File: src/rtl/pico_pkg.sv
// Shared types and defaults for the pico ALU: opcodes, FSM states and the
// multiply-op classifier.
package pico_pkg;

    localparam int DEF_BUS_WIDTH  = 8;
    localparam int DEF_ADDR_WIDTH = 5;

    typedef enum logic [2:0] {
        OP_ADD  = 3'd0,
        OP_SUB  = 3'd1,
        OP_AND  = 3'd2,
        OP_OR   = 3'd3,
        OP_XOR  = 3'd4,
        OP_MUL  = 3'd5,
        OP_MULH = 3'd6,
        OP_PASS = 3'd7
    } alu_op_t;

    typedef enum logic [1:0] {
        IDLE    = 2'd0,
        MUL_RUN = 2'd1,
        WB      = 2'd2
    } alu_state_t;

    function automatic logic is_mul_op(input alu_op_t op);
        return (op == OP_MUL) || (op == OP_MULH);
    endfunction

endpackage

File: src/rtl/pico_mul_seq.sv
// Sequential shift-add unsigned multiplier: one step per cycle for BUS_WIDTH
// cycles. done flags the final step; product then shows the finished value.
module pico_mul_seq #(
    parameter int BUS_WIDTH = 8
) (
    input  logic                   clk,
    input  logic                   reset,
    input  logic                   start,
    input  logic [BUS_WIDTH-1:0]   mcand,
    input  logic [BUS_WIDTH-1:0]   mplier,
    output logic                   done,
    output logic [2*BUS_WIDTH-1:0] product
);

    localparam int CW = (BUS_WIDTH > 1) ? $clog2(BUS_WIDTH) : 1;

    logic [2*BUS_WIDTH-1:0] acc_r;
    logic [2*BUS_WIDTH-1:0] acc_next_s;
    logic [BUS_WIDTH-1:0]   mcand_r;
    logic [BUS_WIDTH:0]     sum_s;
    logic [CW-1:0]          cnt_r;
    logic                   run_r;

    // One shift-add step: conditionally add multiplicand to the high half, shift right.
    always_comb begin
        sum_s      = {1'b0, acc_r[2*BUS_WIDTH-1:BUS_WIDTH]};
        if (acc_r[0]) begin
            sum_s = sum_s + {1'b0, mcand_r};
        end else begin
            sum_s = sum_s;
        end
        acc_next_s = {sum_s, acc_r[BUS_WIDTH-1:1]};
    end

    assign done    = run_r && (cnt_r == {CW{1'b0}});
    assign product = acc_next_s;

    // Accumulator, multiplicand and step counter.
    always_ff @(posedge clk or posedge reset) begin
        if (reset) begin
            acc_r   <= {(2*BUS_WIDTH){1'b0}};
            mcand_r <= {BUS_WIDTH{1'b0}};
            cnt_r   <= {CW{1'b0}};
            run_r   <= 1'b0;
        end else if (start) begin
            acc_r   <= {{BUS_WIDTH{1'b0}}, mplier};
            mcand_r <= mcand;
            cnt_r   <= CW'(BUS_WIDTH - 1);
            run_r   <= 1'b1;
        end else if (run_r) begin
            acc_r <= acc_next_s;
            if (cnt_r == {CW{1'b0}}) begin
                run_r <= 1'b0;
            end else begin
                cnt_r <= cnt_r - CW'(1);
            end
        end else begin
            acc_r <= acc_r;
        end
    end

endmodule

File: src/rtl/pico_alu.sv
// Pico ALU: single-cycle logic/arith ops plus sequential MUL/MULH, with a
// register-file write port. Optional flag outputs under PICO_ALU_FLAGS_EN.
module pico_alu
    import pico_pkg::*;
#(
    parameter int BUS_WIDTH  = DEF_BUS_WIDTH,
    parameter int ADDR_WIDTH = DEF_ADDR_WIDTH
) (
    input  logic                  clk,
    input  logic                  reset,
    input  logic                  start,
    input  logic [2:0]            op,
    input  logic [BUS_WIDTH-1:0]  a,
    input  logic [BUS_WIDTH-1:0]  b,
    input  logic [BUS_WIDTH-1:0]  imm,
    input  logic                  use_imm,
    input  logic [ADDR_WIDTH-1:0] dest_addr,
    output logic                  busy,
    output logic                  done,
    output logic                  we,
    output logic [ADDR_WIDTH-1:0] wr_addr,
    output logic [BUS_WIDTH-1:0]  result
`ifdef PICO_ALU_FLAGS_EN
    ,
    output logic                  zero,
    output logic                  neg
`endif
);

    alu_state_t             state_r, state_next_s;
    alu_op_t                op_s, op_r;
    logic [BUS_WIDTH-1:0]   b_sel_s, alu_s, res_next_s, result_r;
    logic [ADDR_WIDTH-1:0]  addr_r, addr_next_s, wr_addr_r;
    logic                   accept_s, mul_start_s, mul_done_s, load_s;
    logic [2*BUS_WIDTH-1:0] mul_prod_s;

    assign op_s        = alu_op_t'(op);
    assign b_sel_s     = use_imm ? imm : b;
    assign accept_s    = (state_r == IDLE) && start;
    assign mul_start_s = accept_s && is_mul_op(op_s);

    pico_mul_seq #(.BUS_WIDTH(BUS_WIDTH)) u_mul (
        .clk     (clk),
        .reset   (reset),
        .start   (mul_start_s),
        .mcand   (a),
        .mplier  (b_sel_s),
        .done    (mul_done_s),
        .product (mul_prod_s)
    );

    // Single-cycle operations.
    always_comb begin
        alu_s = {BUS_WIDTH{1'b0}};
        case (op_s)
            OP_ADD:  alu_s = a + b_sel_s;
            OP_SUB:  alu_s = a - b_sel_s;
            OP_AND:  alu_s = a & b_sel_s;
            OP_OR:   alu_s = a | b_sel_s;
            OP_XOR:  alu_s = a ^ b_sel_s;
            OP_PASS: alu_s = b_sel_s;
            default: alu_s = {BUS_WIDTH{1'b0}};
        endcase
    end

    // Writeback value selection; loads only on entry to WB.
    always_comb begin
        load_s      = 1'b0;
        res_next_s  = result_r;
        addr_next_s = wr_addr_r;
        if (accept_s && !is_mul_op(op_s)) begin
            load_s      = 1'b1;
            res_next_s  = alu_s;
            addr_next_s = dest_addr;
        end else if ((state_r == MUL_RUN) && mul_done_s) begin
            load_s      = 1'b1;
            res_next_s  = (op_r == OP_MULH) ? mul_prod_s[2*BUS_WIDTH-1:BUS_WIDTH]
                                            : mul_prod_s[BUS_WIDTH-1:0];
            addr_next_s = addr_r;
        end else begin
            load_s      = 1'b0;
        end
    end

    // Next-state logic.
    always_comb begin
        state_next_s = state_r;
        case (state_r)
            IDLE: begin
                if (start) begin
                    state_next_s = is_mul_op(op_s) ? MUL_RUN : WB;
                end else begin
                    state_next_s = IDLE;
                end
            end
            MUL_RUN: begin
                if (mul_done_s) begin
                    state_next_s = WB;
                end else begin
                    state_next_s = MUL_RUN;
                end
            end
            WB:      state_next_s = IDLE;
            default: state_next_s = IDLE;
        endcase
    end

    // State register.
    always_ff @(posedge clk or posedge reset) begin
        if (reset) begin
            state_r <= IDLE;
        end else begin
            state_r <= state_next_s;
        end
    end

    // Captured request fields and held writeback registers.
    always_ff @(posedge clk or posedge reset) begin
        if (reset) begin
            op_r      <= OP_ADD;
            addr_r    <= {ADDR_WIDTH{1'b0}};
            result_r  <= {BUS_WIDTH{1'b0}};
            wr_addr_r <= {ADDR_WIDTH{1'b0}};
        end else begin
            if (accept_s) begin
                op_r   <= op_s;
                addr_r <= dest_addr;
            end
            if (load_s) begin
                result_r  <= res_next_s;
                wr_addr_r <= addr_next_s;
            end
        end
    end

`ifdef PICO_ALU_FLAGS_EN
    logic zero_r, neg_r;

    // Flags track the value loaded into result.
    always_ff @(posedge clk or posedge reset) begin
        if (reset) begin
            zero_r <= 1'b0;
            neg_r  <= 1'b0;
        end else if (load_s) begin
            zero_r <= (res_next_s == {BUS_WIDTH{1'b0}});
            neg_r  <= res_next_s[BUS_WIDTH-1];
        end else begin
            zero_r <= zero_r;
        end
    end

    assign zero = zero_r;
    assign neg  = neg_r;
`endif

    assign busy    = (state_r != IDLE);
    assign done    = (state_r == WB);
    assign we      = (state_r == WB);
    assign wr_addr = wr_addr_r;
    assign result  = result_r;

endmodule

File: config.mk
export PLATFORM = sky130hd
export DESIGN_NAME = pico_alu
export DESIGN_NICKNAME = d
export VERILOG_FILES = /design/src/rtl/pico_pkg.sv /design/src/rtl/pico_mul_seq.sv /design/src/rtl/pico_alu.sv
export SDC_FILE = /design/constraint.sdc
export NUM_CORES = 1
export LEC_CHECK = 0
export CAP_MARGIN = 20
export CORE_AREA = 2 2 84 102
export DETAILED_ROUTE_END_ITERATION = 8
export DIE_AREA = 0 0 86 104
export GPL_TIMING_DRIVEN = 1
export PLACE_DENSITY = 0.86
export RECOVER_POWER = 25
export SYNTH_ARGS = -nofsm -noshare
export SYNTH_HDL_FRONTEND = slang
export SYNTH_HIERARCHICAL = 1
export SYNTH_SLANG_ARGS = --single-unit
File: constraint.sdc
create_clock -name clk -period 2.3 [get_ports clk]
set_clock_uncertainty 0.2 [all_clocks]
set_input_delay 0.46 -clock clk [delete_from_list [all_inputs] [get_ports clk]]
set_output_delay 0.46 -clock clk [all_outputs]
set_load 0.05 [all_outputs]
Yosys cells after proc, flatten, opt, wreduce, memory -nomap -nowiden
Cells that the tools add are included.
W data, S select, Z words.
- memories: 0
- input bits: 36
- register bits: 51
- bits in writable memories: 0
- word-level logic and storage cells: 64
- bits in latches: 0
- ROM bits: 0
- output and inout bits: 16
- reduce and logical (&&, ||, !) cells: 15
- eq/ne operators: 11
- div/mod/pow operators: 0
- muxes and demuxes: 22
- bitwise operators: 3
- multipliers: 0
- shifts and indexed selects: 0
- $lt $le $gt $ge: 0
- add/sub/neg operators: 4
- operators with widths (operator ; number):
    $pmux W8 S6 ; 1
    $mux W16 ; 2
    $mux W8 ; 4
    $eq A3 B3 Y1 const B ; 5
    $mux W5 ; 2
    $add A8 B8 Y9 ; 1
    $mux W3 ; 3
    $mux W9 ; 1
    $add A8 B8 Y8 ; 1
    $and A8 B8 Y8 ; 1
    $or A8 B8 Y8 ; 1
    $sub A8 B8 Y8 ; 1
    $xor A8 B8 Y8 ; 1
    $eq A3 B2 Y1 const B ; 2
    $logic_not A3 Y1 ; 2
    $mux W2 ; 3
    $reduce_bool A2 Y1 ; 3
    $logic_and A1 B1 Y1 ; 5
    $mux W1 ; 5
    $pmux W2 S2 ; 1
    $reduce_and A2 Y1 ; 2
    $eq A3 B1 Y1 const B ; 1
    $sub A3 B1 Y3 const B ; 1
    $eq A2 B1 Y1 const B ; 1
    5 further kinds ; 5

Longest topological paths before layout
- depth in word-level cells: 6
- mapped depth: 12
- mapped depth without buffers: 11

Modules after synthesis
Netlist, hierarchy kept.
- by module, submodules not included (module ; area an instance (um^2) ; instances ; seq. area each (um^2) ; cells each):
    pico_alu ; 2289.7 ; 1 ; 575.6 ; 268
    pico_mul_seq ; 1702.9 ; 1 ; 700.7 ; 166

Worst setup path after synthesis
OpenSTA, ideal clock, no wires.
- kind: input to register
- start: input port use_imm
- end: register result_r[6] (netlist: result[6])
- setup time: 126 ps
- arrival time: 2638 ps
- buffers on the path: 1
- path slack: -664 ps
- data required time: 1974 ps
- stages on the path: 12
- path through: buf_6 mux2i_1 ha_1 nand2_1 o21ai_1 fa_1 nor2b_1 o21ai_1 nand2b_1 a21oi_1 and4b_1 o32a_1
- cells in the longest elaborated chain, start to end: 4
- elaborated cells on any way between the ends: 8
- those cells by class: add/sub: 2; mux: 3; bitwise: 3
- ends and longest elaborated chain (what ; line ; text):
    start, declared ; pico_alu.sv:16 ; input logic use_imm,
    $mux W8 (*) ; pico_alu.sv:38 ; assign b_sel_s = use_imm ? imm : b;
    $sub A8 B8 Y8, or another cell as far along ; pico_alu.sv:57 ; OP_SUB: alu_s = a - b_sel_s;
    $pmux W8 S6 (*) ; pico_alu.sv:55 ; case (op_s)
    $mux W8 (*) ; pico_alu.sv:71 ; if (accept_s && !is_mul_op(op_s)) begin
    end signal, assigned ; pico_alu.sv:122 ; result_r <= {BUS_WIDTH{1'b0}};
    end signal, assigned ; pico_alu.sv:130 ; result_r <= res_next_s;
    end, declared ; pico_alu.sv:32 ; logic [BUS_WIDTH-1:0] b_sel_s, alu_s, res_next_s, result_r;
Every way passes the cells marked *; elsewhere a longest branch is shown, timed or not.
A chain may end at the register's enable or synchronous reset.

Worst setup path in the final report
- start: input port use_imm
- end: register result_r[5] (netlist: result[5])
The elaborated chain is that of the path after synthesis.

==> qor.csv <==
stage,metric,value,unit
finish,final_util,70.18,%
synth,syn_nets,507,
cts,cts_made_buffers,5,
routing,first_pass_iters,7,
placement,dp_cells,636,
global_routing,antenna_found_initial,0,
synth,synthTopCellsByCount,"51 x dfrtp_1, 41 x nor2_1, 35 x ha_1, 35 x nand2_1, 33 x mux2i_1",
setup_path,crit_path_frequent_cell,ha_4,
global_routing,grt.total_usage,25.92,%
synth,synth_top_family_by_area,compound AO/OA/AOI/OAI gates,
synth,yosys.cell_count.top_type,dfrtp_1,
setup_path,path_class,in -> reg,
synth,yosys.area_share.simple,12.91,%
sta,final.setup.tns,-1299,ps
setup_path,worst_setup_path_start_kind,input port,
synth,synth_compound_area_share,16.45,%
synth,synthAdderAreaFrac,11.97,%
setup_path,worstPathCellList,"buf_12, mux2i_4, ha_4, a31oi_4, xnor2_2, ha_4, and3_4, a21oi_4, o21ai_2, buf_4, or3_1, nand3_2, a221oi_2",
power,switching_share,44.60,%
global_routing,grt_pass1_wl,18.61,mm
run_status,outcome,finished with violations,
cts,clockBufferDepth,2,
setup_path,crit_path_max_incr_delay,330,ps
power,p_leak,0.002662,uW
routing,drc,0,
sta,fin_crit_sh,116.3,%
placement,dp_hpwl,8.236,mm
synth,syn_area,0.003993,sq mm
hold_path,hp-class,reg -> reg,
cts,cts_tree,done,
cts,path_clk_slew,100,ps
run_status,violations,negative setup slack,
cts,htreeDepth,2,
power,ir_drop,0.0005560,V
routing,ant_nets,0,
routing,avgViaCountPerCell,5.985,
placement,io_buffers,51,
global_routing,grt_pass1_vias,4006,
sta,holdWs,263.8,ps
power,comb_power_share,66.0,%
run,maxCapViolCount,0,
synth,synthFlopType,dfrtp_1,
sta,setup_viol,5,
routing,drt-total-wl,12.48,mm
global_routing,grt.overflow.total,0,
routing,post_drt_wl_per_cell,19.06,um
placement,place_congestion,0.8677,
power,power_frac_seq,26.0,%
finish,num_antenna_cells,0,
cts,clock-sinks,51,
synth,synth_area_leader_cell,dfrtp_1,
floorplan,initial_core_util,50.08,%
synth,yosys_warnings,6,
synth,synth-xor-area-share,3.949,%
sta,max_slew.worst_pin.slew,1308,ps
sta,relSlewSlack,12.80,%
setup_path,slowest_stage,or3_1,
routing,via_count,3920,
synth,synth_edf_count,0,
setup_path,path_max_fanout,7,
synth,synthMuxAreaShare,16.08,%
setup_path,required,2290,ps
finish,drive_above_1_share,36.25,%
routing,drt-initial-drc-count,261,
synth,yosysSeqAreaShare,31.96,%
sta,period_needed,2674,ps
power,net-switching-power,2915,uW
synth,syn_area_per_cell,9.199,sq um
synth,yosysUniqueCellTypes,57,
floorplan,die_x,86,um
synth,synth_area_leaders,"dfrtp_1 32%, ha_1 11%, mux2i_1 8.3%, mux2_2 6.8%, nor2_1 3.9%",
synth,ys_seq_elements,51,
sta,clock.fmax,0.3740,GHz
floorplan,rows,36,
finish,synthToLayoutAreaGrowth,40.14,%
floorplan,dieArea,0.008944,sq mm
synth,syn_inst,434,
floorplan,fp.dieH,104,um
synth,synth_top_area_share,31.96,%
finish,final_nets,632,
sta,rsz0062_at_grt,yes,
cts,cts-root-buf,clkbuf_8,
sta,slew_viol_final,0,
setup_path,crit_arrival,2660,ps
global_routing,grt_max_degree,29,
power,internal-power,3622,uW
synth,async_flop_share,100.0,%
finish,fill_cells,478,
floorplan,core,0.007973,sq mm
setup_path,crit_family,simple AND/OR/NAND/NOR gates,
placement,post-place-ws,-1103,ps
power,p_per_area,1168,mW/mm^2
setup_path,crit_buf_inv,2,
sta,hold_viol_final,0,
power,clkPwrFrac,8.0,%
setup_path,end_kind,flop,
finish,stdcell_count,655,
floorplan,ioPinCount,52,
cts,clk_latency,320,ps
sta,fin_ws,-373.8,ps
cts,cts-hold-fix-buffers,0,
-- power groups by stage --
stage | Combinational [uW] | Sequential, uW | Clock (uW)
finish | 4320 | 1700 | 521
global route | 4620 | 1750 | 572
CTS | 4050 | 1690 | 525
detailed placement | 3930 | 1690 | 0
global placement | 3760 | 1660 | 0
floorplan | 2350 | 1970 | 0
-- cell families (layout without fill, tap and decap cells) --
kind of cell	count (synthesis)	count (layout)
buffers and inverters	57	183
XOR/XNOR	18	18
AO/OA/AOI/OAI	99	99
AND/OR/NAND/NOR	112	112
multiplexers	60	60
adder cells (fa/ha/maj)	37	37
flip-flops	51	51
-- flip-flops by register name, indices dropped and copies added, names as in the netlist --
register	flops
u_mul/cnt_r	3
op_r	3
wr_addr	5
u_mul/mcand_r	8
u_mul/acc_r	16
u_mul/run_r	1
result	8
addr_r	5
state_r	2
-- per-stage QoR --
| stage | instance area (sq um) | total power, uW |
|---|---|---|
| 2_1_floorplan | 4063 | 4318 |
| 3_3_place_gp | 5181 | 5428 |
| 3_5_place_dp | 5181 | 5622 |
| 4_1_cts | 5441 | 6268 |
| 5_1_grt | 5595 | 6943 |
| 6_report | 5595 | 6537 |
-- metal layers --
layer  wire length (um)  vias to the layer above  track usage, %
li1                   -                     1763               -
met1               4561                     1883           28.17
met2               6609                      196           47.01
met3                560                       78           3.413
met4                749                        0           14.74
met5                  0                        -               0
-- worst reg2reg max path, delay by kind of cell, from the launching register on --
family | cells | cell delay, ps
muxes | 2 | 550
AOI/OAI and AO/OA | 3 | 490
DFF | 1 | 420
xor gates and xnor gates | 1 | 130
adders and majority gates | 2 | 520
and+or+nand+nor | 1 | 110
-- layout by cell type (no fill, tap or decap), drive strengths merged, types with 4 or more instances in the layout --
| cell | Yosys | routed |
|---|---|---|
| inv | 28 | 28 |
| nand2b | 6 | 6 |
| clkbuf | 7 | 17 |
| nand3 | 6 | 6 |
| nor2b | 5 | 5 |
| nor3 | 5 | 5 |
| a21oi | 26 | 26 |
| nor2 | 41 | 41 |
| nand2 | 35 | 35 |
| mux2 | 24 | 24 |
| clkdlybuf4s50 | 0 | 32 |
| mux2i | 36 | 36 |
| xnor2 | 14 | 14 |
| xor2 | 4 | 4 |
| dfrtp | 51 | 51 |
| buf | 22 | 98 |
| a211oi | 5 | 5 |
| nand3b | 4 | 4 |
| ha | 35 | 35 |
| o21ai | 30 | 30 |
-- cell type report --
| type | instances | area, sq um | share of cell area [%] |
|---|---|---|---|
| Clock inverter | 2 | 12.51 | 0.2236 |
| Inverter | 28 | 105.1 | 1.878 |
| Clock buffer | 6 | 72.57 | 1.297 |
| Multi-Input combinational cell | 326 | 2789 | 49.84 |
| Sequential cell | 51 | 1276 | 22.81 |
| Tap cell | 95 | 118.9 | 2.124 |
| Timing Repair Buffer | 147 | 1221 | 21.82 |
-- final timing paths --
kind	startpoint	end	slack, ps	depth (start not counted)
min	state_r[1]	state_r[0]	260	1
max in group asynchronous	reset	result[0]	280	3
max	use_imm	result[5]	-370	13
min reg2reg	state_r[1]	state_r[0]	260	1
min in group asynchronous	reset	u_mul/cnt_r[0]	610	3
max reg2reg	u_mul/acc_r[8]	result[5]	-240	9
-- repair_timing --
action                                  4_1_cts  5_1_grt
buffers inserted                              8        6
endpoints found under the setup margin       11        9
pin swaps                                    30       37
gates resized for setup                      51       53
No activity file was read; power rests on OpenSTA's default activity.
